[src/rtl/stack_behaviour_lite.sv]
// -----------------------------------------------------------------------------
// stack_behaviour_lite
//
// Five-entry, 4-bit LIFO stack driven by a 2-bit command port. Storage is a
// circular buffer with no full/empty detection: pushing past five entries
// overwrites the oldest one, and popping an empty stack wraps the pointer and
// returns whatever the addressed slot holds.
//
// Ports:
//   CLK      in   1  system clock, all state changes on the rising edge
//   RESET    in   1  synchronous active-high reset, overrides COMMAND
//   COMMAND  in   2  00 NOP, 01 PUSH, 10 POP, 11 GET
//   INDEX    in   3  depth for GET (0 = top), taken modulo 5
//   I_DATA   in   4  data written on PUSH, ignored otherwise
//   O_DATA   out  4  registered result of the last POP or GET
// -----------------------------------------------------------------------------
module stack_behaviour_lite (
   input  logic       CLK,
   input  logic       RESET,
   input  logic [1:0] COMMAND,
   input  logic [2:0] INDEX,
   input  logic [3:0] I_DATA,
   output logic [3:0] O_DATA
);

   localparam int unsigned DEPTH = 5;

   localparam logic [1:0] CMD_NOP  = 2'b00;
   localparam logic [1:0] CMD_PUSH = 2'b01;
   localparam logic [1:0] CMD_POP  = 2'b10;
   localparam logic [1:0] CMD_GET  = 2'b11;

   logic [3:0] mem_q [DEPTH];
   logic [3:0] mem_d [DEPTH];
   logic [2:0] sp_q;
   logic [2:0] sp_d;
   logic [3:0] o_data_q;
   logic [3:0] o_data_d;

   logic [2:0] top_slot;
   logic [2:0] get_slot;
   logic [2:0] next_slot;

   // Reduces a small non-negative value (at most 14) modulo 5. Callers bias
   // their operands upward by a multiple of 5 so that what would be a negative
   // intermediate never appears, and the result lands in 0..4.
   function automatic logic [2:0] wrap5(input logic [4:0] value);
      if (value >= 5'd10) begin
         return 3'(value - 5'd10);
      end else if (value >= 5'd5) begin
         return 3'(value - 5'd5);
      end else begin
         return value[2:0];
      end
   endfunction

   // Slot addresses derived from the stack pointer. (sp-1) mod 5 is formed as
   // sp+4, and (sp-1-INDEX) mod 5 as sp+9-INDEX, which stays within 2..13 for
   // every sp in 0..4 and INDEX in 0..7.
   always_comb begin
      top_slot  = wrap5({2'b00, sp_q} + 5'd4);
      get_slot  = wrap5({2'b00, sp_q} + 5'd9 - {2'b00, INDEX});
      next_slot = wrap5({2'b00, sp_q} + 5'd1);
   end

   // Next-state logic. Everything holds by default; only the one command
   // decoded this cycle modifies storage, the pointer or the read register.
   always_comb begin
      mem_d    = mem_q;
      sp_d     = sp_q;
      o_data_d = o_data_q;
      case (COMMAND)
         CMD_NOP: begin
         end
         CMD_PUSH: begin
            mem_d[sp_q] = I_DATA;
            sp_d        = next_slot;
         end
         CMD_POP: begin
            // Popped data is left in storage; later GETs can still see it.
            o_data_d = mem_q[top_slot];
            sp_d     = top_slot;
         end
         CMD_GET: begin
            o_data_d = mem_q[get_slot];
         end
         default: begin
         end
      endcase
   end

   // State registers with synchronous reset, which clears the whole buffer
   // so that underflow after reset reads back zeros.
   always_ff @(posedge CLK) begin
      if (RESET) begin
         for (int i = 0; i < DEPTH; i++) begin
            mem_q[i] <= 4'd0;
         end
         sp_q     <= 3'd0;
         o_data_q <= 4'd0;
      end else begin
         for (int i = 0; i < DEPTH; i++) begin
            mem_q[i] <= mem_d[i];
         end
         sp_q     <= sp_d;
         o_data_q <= o_data_d;
      end
   end

   assign O_DATA = o_data_q;

endmodule

[config.mk]
export PLATFORM = sky130hd
export DESIGN_NAME = stack_behaviour_lite
export DESIGN_NICKNAME = d
export VERILOG_FILES = /design/src/rtl/stack_behaviour_lite.sv
export SDC_FILE = /design/constraint.sdc
export NUM_CORES = 1
export LEC_CHECK = 0
export BUFFER_PORTS_ARGS = -buffer_cell sky130_fd_sc_hd__buf_2
export CORE_ASPECT_RATIO = 1.1
export CORE_MARGIN = 2
export CORE_UTILIZATION = 40
export DETAILED_ROUTE_END_ITERATION = 10
export PLACE_DENSITY = 0.67
export SLEW_MARGIN = 20
export SYNTH_ARGS = -nofsm -noshare
export SYNTH_HDL_FRONTEND = slang
export SYNTH_SLANG_ARGS = --single-unit
[constraint.sdc]
create_clock -name CLK -period 6.2 [get_ports CLK]
set_clock_uncertainty 0.2 [all_clocks]
set_input_delay 1.24 -clock CLK [delete_from_list [all_inputs] [get_ports CLK]]
set_output_delay 1.24 -clock CLK [all_outputs]
set_load 0.02 [all_outputs]
; ---- Word-level counts from Yosys, hierarchy flattened
; Index checks and enable logic that the tools add are counted.
[classes]
n_mux = 17
reduce_logical = 3
n_lt_le_gt_ge = 10
addsub = 10
bitwise = 3
n_eq_ne = 3
[op_table]
columns = op, n
row1 = 4-bit binary-select mux with 3-bit select, 2
row2 = 20-bit bitwise mux, 1
row3 = "4-bit greater-or-equal comparator, second input constant", 5
row4 = 4-bit two-way mux, 5
row5 = 3-bit two-way mux, 6
row6 = 4-bit demux with 3-bit select, 1
row7 = 3-bit inverter with 4-bit output, 3
row8 = "3-bit by 2-bit subtractor with 3-bit output, second input constant", 3
row9 = "3-bit subtractor, second input constant", 3
row10 = "4-bit by 3-bit greater-or-equal comparator with 1-bit output, second input constant", 2
row11 = 4-bit case mux with 2 select lines, 1
row12 = 3-bit case mux with 2 select lines, 1
row13 = "3-bit by 4-bit adder with 5-bit output, second input constant", 1
row14 = "5-bit by 3-bit greater-or-equal comparator with 1-bit output, second input constant", 1
row15 = "5-bit by 4-bit greater-or-equal comparator with 1-bit output, second input constant", 1
row16 = 5-bit by 3-bit subtractor with 5-bit output, 1
row17 = "3-bit by 1-bit adder with 4-bit output, second input constant", 1
row18 = "3-bit by 3-bit adder with 4-bit output, second input constant", 1
row19 = "2-bit == test, second input constant", 2
row20 = "4-bit by 1-bit < comparator with 1-bit output, second input constant", 1
row21 = 2-bit nonzero test, 2
row22 = "2-bit by 1-bit == test with 1-bit output, second input constant", 1
row23 = 1-bit logical AND, 1
[totals]
output_inout_bits = 4
input_bits = 11
regBits = 27

; ---- Longest topological paths before layout
; Gate-level depths: netlist of run 1.
[depth]
depth_word = 10
depth_mapped = 16
ltp_nobuf = 14

; ---- Worst setup path after synthesis of run 1
; No wires, ideal clock.
[synth_timing]
path_kind = input-to-reg
from = input INDEX[1]
to = register o_data_q[0], in the netlist O_DATA[0]
path_slack_ns = 1.864
cell_stages = 14
required_ns = 5.909
n_path_buf = 1
arrival_time_ns = 4.045
cell_sequence = ha_1 -> inv_1 -> ha_1 -> inv_1 -> fa_1 -> ha_1 -> a21bo_2 -> a32o_1 -> buf_6 -> a21oi_2 -> xnor2_1 -> nand2_1 -> a311o_1 -> a311oi_1
[synth_between]
elab_chain_len = 9
word_cells_on_any_way = 12
[synth_lines]
columns = item, line
row1 = start: declaration, 21  ; input logic [2:0] INDEX,
row2 = 5-bit by 3-bit subtractor with 5-bit output (*), 62  ; get_slot = wrap5({2'b00, sp_q} + 5'd9 - {2'b00, INDEX});
row3 = 5-bit by 3-bit greater-or-equal comparator with 1-bit output / 3-bit subtractor (equally long branches), "50, 51"
row4 = 3-bit two-way mux, 50  ; end else if (value >= 5'd5) begin
row5 = 3-bit two-way mux (*), 48  ; if (value >= 5'd10) begin
row6 = 3-bit inverter with 4-bit output (not written as such) (*), 85  ; o_data_d = mem_q[get_slot];
row7 = 4-bit binary-select mux with 3-bit select (*), 85
row8 = 4-bit two-way mux (not written as such) (*) (2 in series), 85
row9 = 4-bit case mux with 2 select lines (*), 72  ; case (COMMAND)
row10 = end signal: assignment, 106  ; o_data_q <= o_data_d;
row11 = end: declaration, 37  ; logic [3:0] o_data_q;
; Mark *: on every way between the ends. The rest lies on a longest branch, timed or not. The select of a mux whose other input is x is not followed.
; A chain may end at the register's enable or synchronous reset.

; ---- Final worst setup path of run 1
[layout_timing]
from = input INDEX[1]
to = register o_data_q[1], in the netlist O_DATA[1]
; The elaborated chain is that of the path after synthesis.

==> results.toml, run 1 <==
[status]
status = "completed"

[power]
switching_power_w = 0.000285
p_leak_nw = 0.961
worst_ir_drop_vdd_v = 0.000157
combPwrFrac = 0.546
p_int_w = 0.000367
switching_share = 0.437
p_clk_frac = 0.154
power.density_nw_per_um2 = 280
seq_power_share = 0.300

[grt]
grt_pass1_wl_mm = 8.58
grt-ovfl-total = 0
antenna_found_initial = 0
track_usage = 0.178
grt_pass1_vias = 1839
grt_max_degree = 29

[die]
die_area_sq_um = 6100
dieWidth_um = 74.6
die_y_um = 81.7
io-pin-count = 15
rows = 28
initial_core_util = 0.412
coreArea_sq_um = 5330

[worst_setup_path]
r2r_start = "sp_q[1]$_SDFFE_PP0P_"
criticalPathCategory = "input port to flip-flop"
r2r_setup_slack_ps = 2140
ff2ff_path_depth = 14
critPathMostFrequentCell = "ha_1"
path_cells = "buf_2 -> ha_1 -> inv_1 -> ha_1 -> inv_1 -> fa_1 -> inv_2 -> ha_1 -> a221oi_4 -> a21oi_2 -> xnor2_1 -> nand2_1 -> a311o_1 -> a311oi_1"
r2r-end = "O_DATA[1]$_SDFFE_PP0P_"
cp_max_fo = 6
critPathArrivalTime_ps = 4430
critical_path.startpoint_type = "input port"
slowest_stage = "fa_1"
crit_path_end = "O_DATA[1]$_SDFFE_PP0P_"
cp-startpoint = "INDEX[1]"
endpoint_kind = "flip-flop"
cp.required_ps = 6180
max_stage_delay_ps = 570

[sta]
finalHoldViolations = 0
period_share = 0.718
drv_slew = 0
fin_setup_tns_ps = 0
setup_viol = 0
rsz0062_at_grt = "no"
worst_pin_slew_ps = 865
fin_crit_ps = 4450
fmax_mhz = 225
relSlewSlack = 0.422

[logic_synthesis]
synth.avg_cell_area_sq_um = 7.95
synth_top_area_cell = "dfxtp_1"
synth_top_area_share = 0.246
synthSimpleGateAreaFrac = 0.200
yosys.area_share.adder = 0.146
synth-xor-area-share = 0.0194
synth_area_sq_um = 2190
ys_seq_area_frac = 0.246
synth_compound_area_frac = 0.238
synth.yosys.warnings = 0
synth.area.mux_share = 0.0918
synth_top_family_by_area = "compound AO/OA/AOI/OAI gates"
syn_nets = 312
async_flop_share = 0
synth_edf_count = 0
netlist_instances = 276
ys_ff_latch = 27
yosys_most_used_dff = "dfxtp_1"
synth_cell_types = 50
synth_area_leaders = "dfxtp_1 (25%), ha_1 (14%), mux2i_1 (8.7%)"

[detailed_routing]
vias = 1981
dr.pass1.iters = 4
viasPerCell = 5.58
drc = 0
drt_iter0_drc = 126
wl_per_cell_um = 14.3
wl_mm = 5.06
antenna_left = 0

[clock_tree]
htree_num_levels = 1
ctsResizeCount = 0
cts.clk_slew.worst_paths_ps = 90
cts_hold_buf = 0
tritoncts = "built"
clock_path_buffers = 2
cts_buffers = 3
post_cts_buffers = 0
clk_latency_ps = 270
clockRootBuffer = "clkbuf_8"
numClockSinks = 27

[place]
gp_congestion = 0.767
numPortBuffers = 14
dp_hpwl_mm = 3.78

[final_layout]
layout_common_cells = "nand2_1 (38), a21oi_1 (34), dfxtp_1 (27)"
drive_above_1_share = 0.107
area_growth_pct = 6.21
nets = 317
multi_input_area_sq_um = 1530
utilization = 0.438
final-seq-area_sq_um = 541
fill_cells = 564
mostFrequentLayoutCell = "nand2_1"
diodes = 0

[hold_path]
hold_class = "flip-flop to flip-flop"

[job]
cap_violations = 0
[power by group through the flow]
stage,Combinational (W),Clock [W],Sequential (W)
floorplan,0.000297,0,0.000198
global placement,0.000344,0,0.000200
detailed placement,0.000352,0,0.000200
CTS,0.000354,0.000102,0.000196
global route,0.000391,0.000110,0.000197
finish,0.000356,0.000100,0.000196
[cell families after synthesis]
group | Yosys count
compound gates | 76
fa+ha+maj | 25
flops | 27
mux | 20
xor+xnor | 4
simple gates | 95
buf+inv | 29
[synth_stat cells (2+ instances only)]
master	instances
buf_6	2
a31oi_1	5
mux2i_1	19
nand3b_1	2
nor2b_1	2
nand4_1	3
buf_1	2
ha_1	24
nand2_1	38
inv_1	13
dfxtp_1	27
a22oi_1	4
nor2_1	17
a21bo_2	2
a21oi_1	34
nand3_1	16
o21ai_0	6
a211o_1	2
or2_2	2
clkbuf_1	8
nor3_1	6
nand2b_1	5
a311oi_1	3
xnor2_1	3
a311o_1	3
a21o_1	4
[sequential cells by signal (all words and copies together), names as in the netlist]
name    count
mem_q      20
sp_q        3
O_DATA      4
[worst max-delay path: cells and delay by family]
family	cells	cell delay (ps)
xor+xnor	1	450
simple gates	1	100
compound gates	4	1110
buf+inv	4	300
fa+ha+maj	4	1210
[how the worst min path moves through the flow]
stage	startpoint	depth (start not counted)	slack, ps	to
after floorplan	mem_q[18]$_SDFFE_PP0P_	2	250	mem_q[18]$_SDFFE_PP0P_
after detailed placement	mem_q[18]$_SDFFE_PP0P_	2	270	mem_q[18]$_SDFFE_PP0P_
after global routing	mem_q[10]$_SDFFE_PP0P_	2	310	mem_q[10]$_SDFFE_PP0P_
after CTS	mem_q[18]$_SDFFE_PP0P_	2	280	mem_q[18]$_SDFFE_PP0P_
after global placement	mem_q[16]$_SDFFE_PP0P_	2	270	mem_q[16]$_SDFFE_PP0P_
final	mem_q[10]$_SDFFE_PP0P_	2	280	mem_q[10]$_SDFFE_PP0P_
[cell type report]
| type | instances | area share |
|---|---|---|
| multi-input cells | 220 | 0.654 |
| flip-flops and latches | 27 | 0.232 |
| well taps | 75 | 0.0403 |
| repair buffers | 14 | 0.0301 |
| inverters | 15 | 0.0242 |
| clock buffers | 4 | 0.0193 |
[metrics by stage]
stage	instances	setup WS, ps	hold slack, ps	cell area, sq um	power [W]
2_1_floorplan	276	1860	246	2190	0.000495
3_3_place_gp	351	1540	267	2290	0.000544
3_5_place_dp	351	1470	266	2290	0.000551
4_1_cts	355	1750	282	2330	0.000652
5_1_grt	355	1500	312	2330	0.000699
6_report	355	1750	278	2330	0.000652
[layer usage]
metal | share of wire | wire length [um] | track usage | vias to the layer above
li1 | - | - | - | 1000
met1 | 0.49 | 2470 | 0.249 | 946
met2 | 0.47 | 2390 | 0.296 | 31
met3 | 0.035 | 176 | 0.0209 | 4
met4 | 0.0057 | 29 | 0.0321 | 0
met5 | 0 | 0 | 0 | -
(Power assumes the default switching activity.)
==> run 2: changes to the inputs <==
--- a/config.mk
+++ b/config.mk
@@ -5,6 +5,7 @@
 export SDC_FILE = /design/constraint.sdc
 export NUM_CORES = 1
 export LEC_CHECK = 0
+export ABC_AREA = 1
 export BUFFER_PORTS_ARGS = -buffer_cell sky130_fd_sc_hd__buf_2
 export CORE_ASPECT_RATIO = 1.1
 export CORE_MARGIN = 2
==> constraint.sdc (replaced) <==
create_clock -name CLK -period 4.6 [get_ports CLK]
set_clock_uncertainty 0.2 [all_clocks]
set_input_delay 0.92 -clock CLK [delete_from_list [all_inputs] [get_ports CLK]]
set_output_delay 0.92 -clock CLK [all_outputs]
set_load 0.02 [all_outputs]
==> run 2 against run 1 <==
  * Critical path type is now flip-flop to flip-flop
  * Critical path depth rose by 5
  * First-iteration DRC count down 7.1%
  * Non-clock buffer count unchanged
  * Largest power group unchanged
  * Global-route usage is 0.10 points lower
  * Power grew 40%
==> results.toml, run 2 <==
[sta]
setup_viol = 0
fin_setup_tns_ps = 0
fin_crit_ps = 3590
fmax_mhz = 278
worst_pin_slew_ps = 598
finalHoldViolations = 0
drv_slew = 0
period_share = 0.781
rsz0062_at_grt = "no"
relSlewSlack = 0.601

[worst_setup_path]
cp.buffers_inverters = 4
cp_max_fo = 12
criticalPathCategory = "flip-flop to flip-flop"
cp.required_ps = 4630
critical_path.startpoint_type = "flip-flop"
crit_family = "adder cells"
path_cells = "inv_1 -> ha_1 -> inv_1 -> ha_1 -> inv_1 -> fa_1 -> inv_1 -> ha_1 -> nand2_1 -> nand2_1 -> nor2_2 -> nand2_2 -> nand3_4 -> nand2_4 -> nor2_1 -> nand2_1 -> a21oi_1 -> nand2_1 -> a21oi_2"
slowest_stage = "fa_1"
critPathArrivalTime_ps = 3620
endpoint_kind = "flip-flop"
max_stage_delay_ps = 590

[power]
p_leak_nw = 1.15
worst_ir_drop_vdd_v = 0.000197
p_int_w = 0.000480
power.density_nw_per_um2 = 375
p_clk_frac = 0.164
switching_share = 0.472
switching_power_w = 0.000429
combPwrFrac = 0.542
seq_power_share = 0.293

[clock_tree]
tritoncts = "built"
ctsResizeCount = 0
cts.clk_slew.worst_paths_ps = 110
clockRootBuffer = "clkbuf_8"
post_cts_buffers = 0
cts_hold_buf = 0
clock_path_buffers = 2
numClockSinks = 27
cts_buffers = 3
htree_num_levels = 1
clk_latency_ps = 280

[detailed_routing]
vias = 2073
wl_mm = 5.19
drt_iter0_drc = 117
viasPerCell = 4.81
drc = 0
wl_per_cell_um = 12.0
antenna_left = 0
dr.pass1.iters = 4

[place]
numPortBuffers = 14
gp_congestion = 0.852
dp_hpwl_mm = 4.16
dpl-instance-area_sq_um = 2370

[final_layout]
fin_area_sq_um = 2420
multi_input_area_sq_um = 1450
fill_cells = 618
largest_reg_flops = 20
drive_above_1_share = 0.126
mostFrequentLayoutCell = "nand2_1"
layout_common_cells = "nand2_1 (78), inv_1 (54), nand3_1 (36)"
final-seq-area_sq_um = 541
regMostFlops = "mem_q"
diodes = 0
nets = 393
area_growth_pct = 7.49

[grt]
antenna_found_initial = 0
grt_pass1_wl_mm = 8.43
grt_max_degree = 23
use_met3 = 0.0291
grtUsageMet2 = 0.300
grt-ovfl-total = 0
grt.busiest_layer = "met2"
track_usage = 0.177
grt_pass1_vias = 1792
met1_usage = 0.237

[job]
cap_violations = 0

[logic_synthesis]
synth_area_leaders = "dfxtp_1 (24%), ha_1 (13%), nand2_1 (13%)"
synth.avg_cell_area_sq_um = 6.54
synth_most_common_cell = "nand2_1"
synth_edf_count = 0
synth.yosys.warnings = 0
synth_top_area_share = 0.240
synth_area_sq_um = 2250
synth_top_area_cell = "dfxtp_1"
netlist_instances = 345
ys_seq_area_frac = 0.240
syn_nets = 381
ys_ff_latch = 27
synth_cell_types = 29
synth_common_cells = "nand2_1 (78), inv_1 (54), nand3_1 (36)"
yosys_most_used_dff = "dfxtp_1"
async_flop_share = 0

[die]
die_y_um = 82.7
die_area_sq_um = 6250
dieWidth_um = 75.6
initial_core_util = 0.418
coreArea_sq_um = 5400
io-pin-count = 15
rows = 28

[hold_path]
hold_class = "flip-flop to flip-flop"

[status]
status = "completed"
-- run 2: cell types whose count changed in the layout (fill, tap and decap cells not counted), sizes merged, moves of 6 or more --
cell / previous run / this run
nand2: 38 / 93
inv: 14 / 60
o21ai: 7 / 31
nand3: 17 / 37
mux2i: 19 / 0
nor3: 6 / 0
-- run 2: power by group through the flow --
| stage | Combinational, W | Clock [W] | Sequential, W |
|---|---|---|---|
| 2_1_floorplan | 0.000413 | 0 | 0.000270 |
| 3_3_place_gp | 0.000492 | 0 | 0.000272 |
| 3_5_place_dp | 0.000495 | 0 | 0.000272 |
| 4_1_cts | 0.000497 | 0.000150 | 0.000267 |
| 5_1_grt | 0.000564 | 0.000162 | 0.000269 |
| 6_report | 0.000493 | 0.000149 | 0.000267 |
-- run 2: worst register-to-register path: cells and delay by family (launching register included) --
kind            cells  cell delay, ps
fa+ha+maj           4            1240
simple gates        9             890
flops               1             520
buf+inv             4             430
compound gates      2             250
-- run 2: metal layers --
| metal | share of wire | vias to the layer above |
|---|---|---|
| met5 | 0 | - |
| met4 | 0.010 | 0 |
| met3 | 0.023 | 6 |
| met2 | 0.46 | 28 |
| met1 | 0.51 | 912 |
| li1 | - | 1127 |
-- run 2: final cells by class --
type	instances	area share
inverter	59	0.0914
sequential	27	0.223
tap	75	0.0387
multi-input combinational	252	0.597
clock buffer	3	0.0170
clock inverter	1	0.00361
timing repair buffer	14	0.0289
-- run 2: final timing paths --
path                                             start                endpoint  slack [ps]  depth (start not counted)
worst max-delay path              sp_q[1]$_SDFFE_PP0P_  O_DATA[2]$_SDFFE_PP0P_        1010                         19
worst min-delay path            mem_q[17]$_SDFFE_PP0P_  mem_q[17]$_SDFFE_PP0P_         290                          2
worst max register to register    sp_q[1]$_SDFFE_PP0P_  O_DATA[2]$_SDFFE_PP0P_        1010                         19
worst min register to register  mem_q[17]$_SDFFE_PP0P_  mem_q[17]$_SDFFE_PP0P_         290                          2
-- run 2: cells by family after synthesis --
kind of cell,share of synthesized area
xor gates and xnor gates,0.0117
adders and majority gates,0.142
buffers and inverters,0.118
DFF,0.240
AOI/OAI and AO/OA,0.173
and+or+nand+nor,0.316
-- run 2: per-stage QoR --
step | hold slack [ps] | std cells | total power, W | utilization | worst slack (ps)
floorplan | 237 | 345 | 0.000683 | - | 1040
global placement | 273 | 427 | 0.000763 | 0.440 | 812
detailed placement | 279 | 427 | 0.000767 | 0.440 | 737
CTS | 294 | 431 | 0.000913 | 0.449 | 1010
global route | 313 | 431 | 0.000995 | 0.449 | 707
finish | 292 | 431 | 0.000910 | 0.449 | 1010
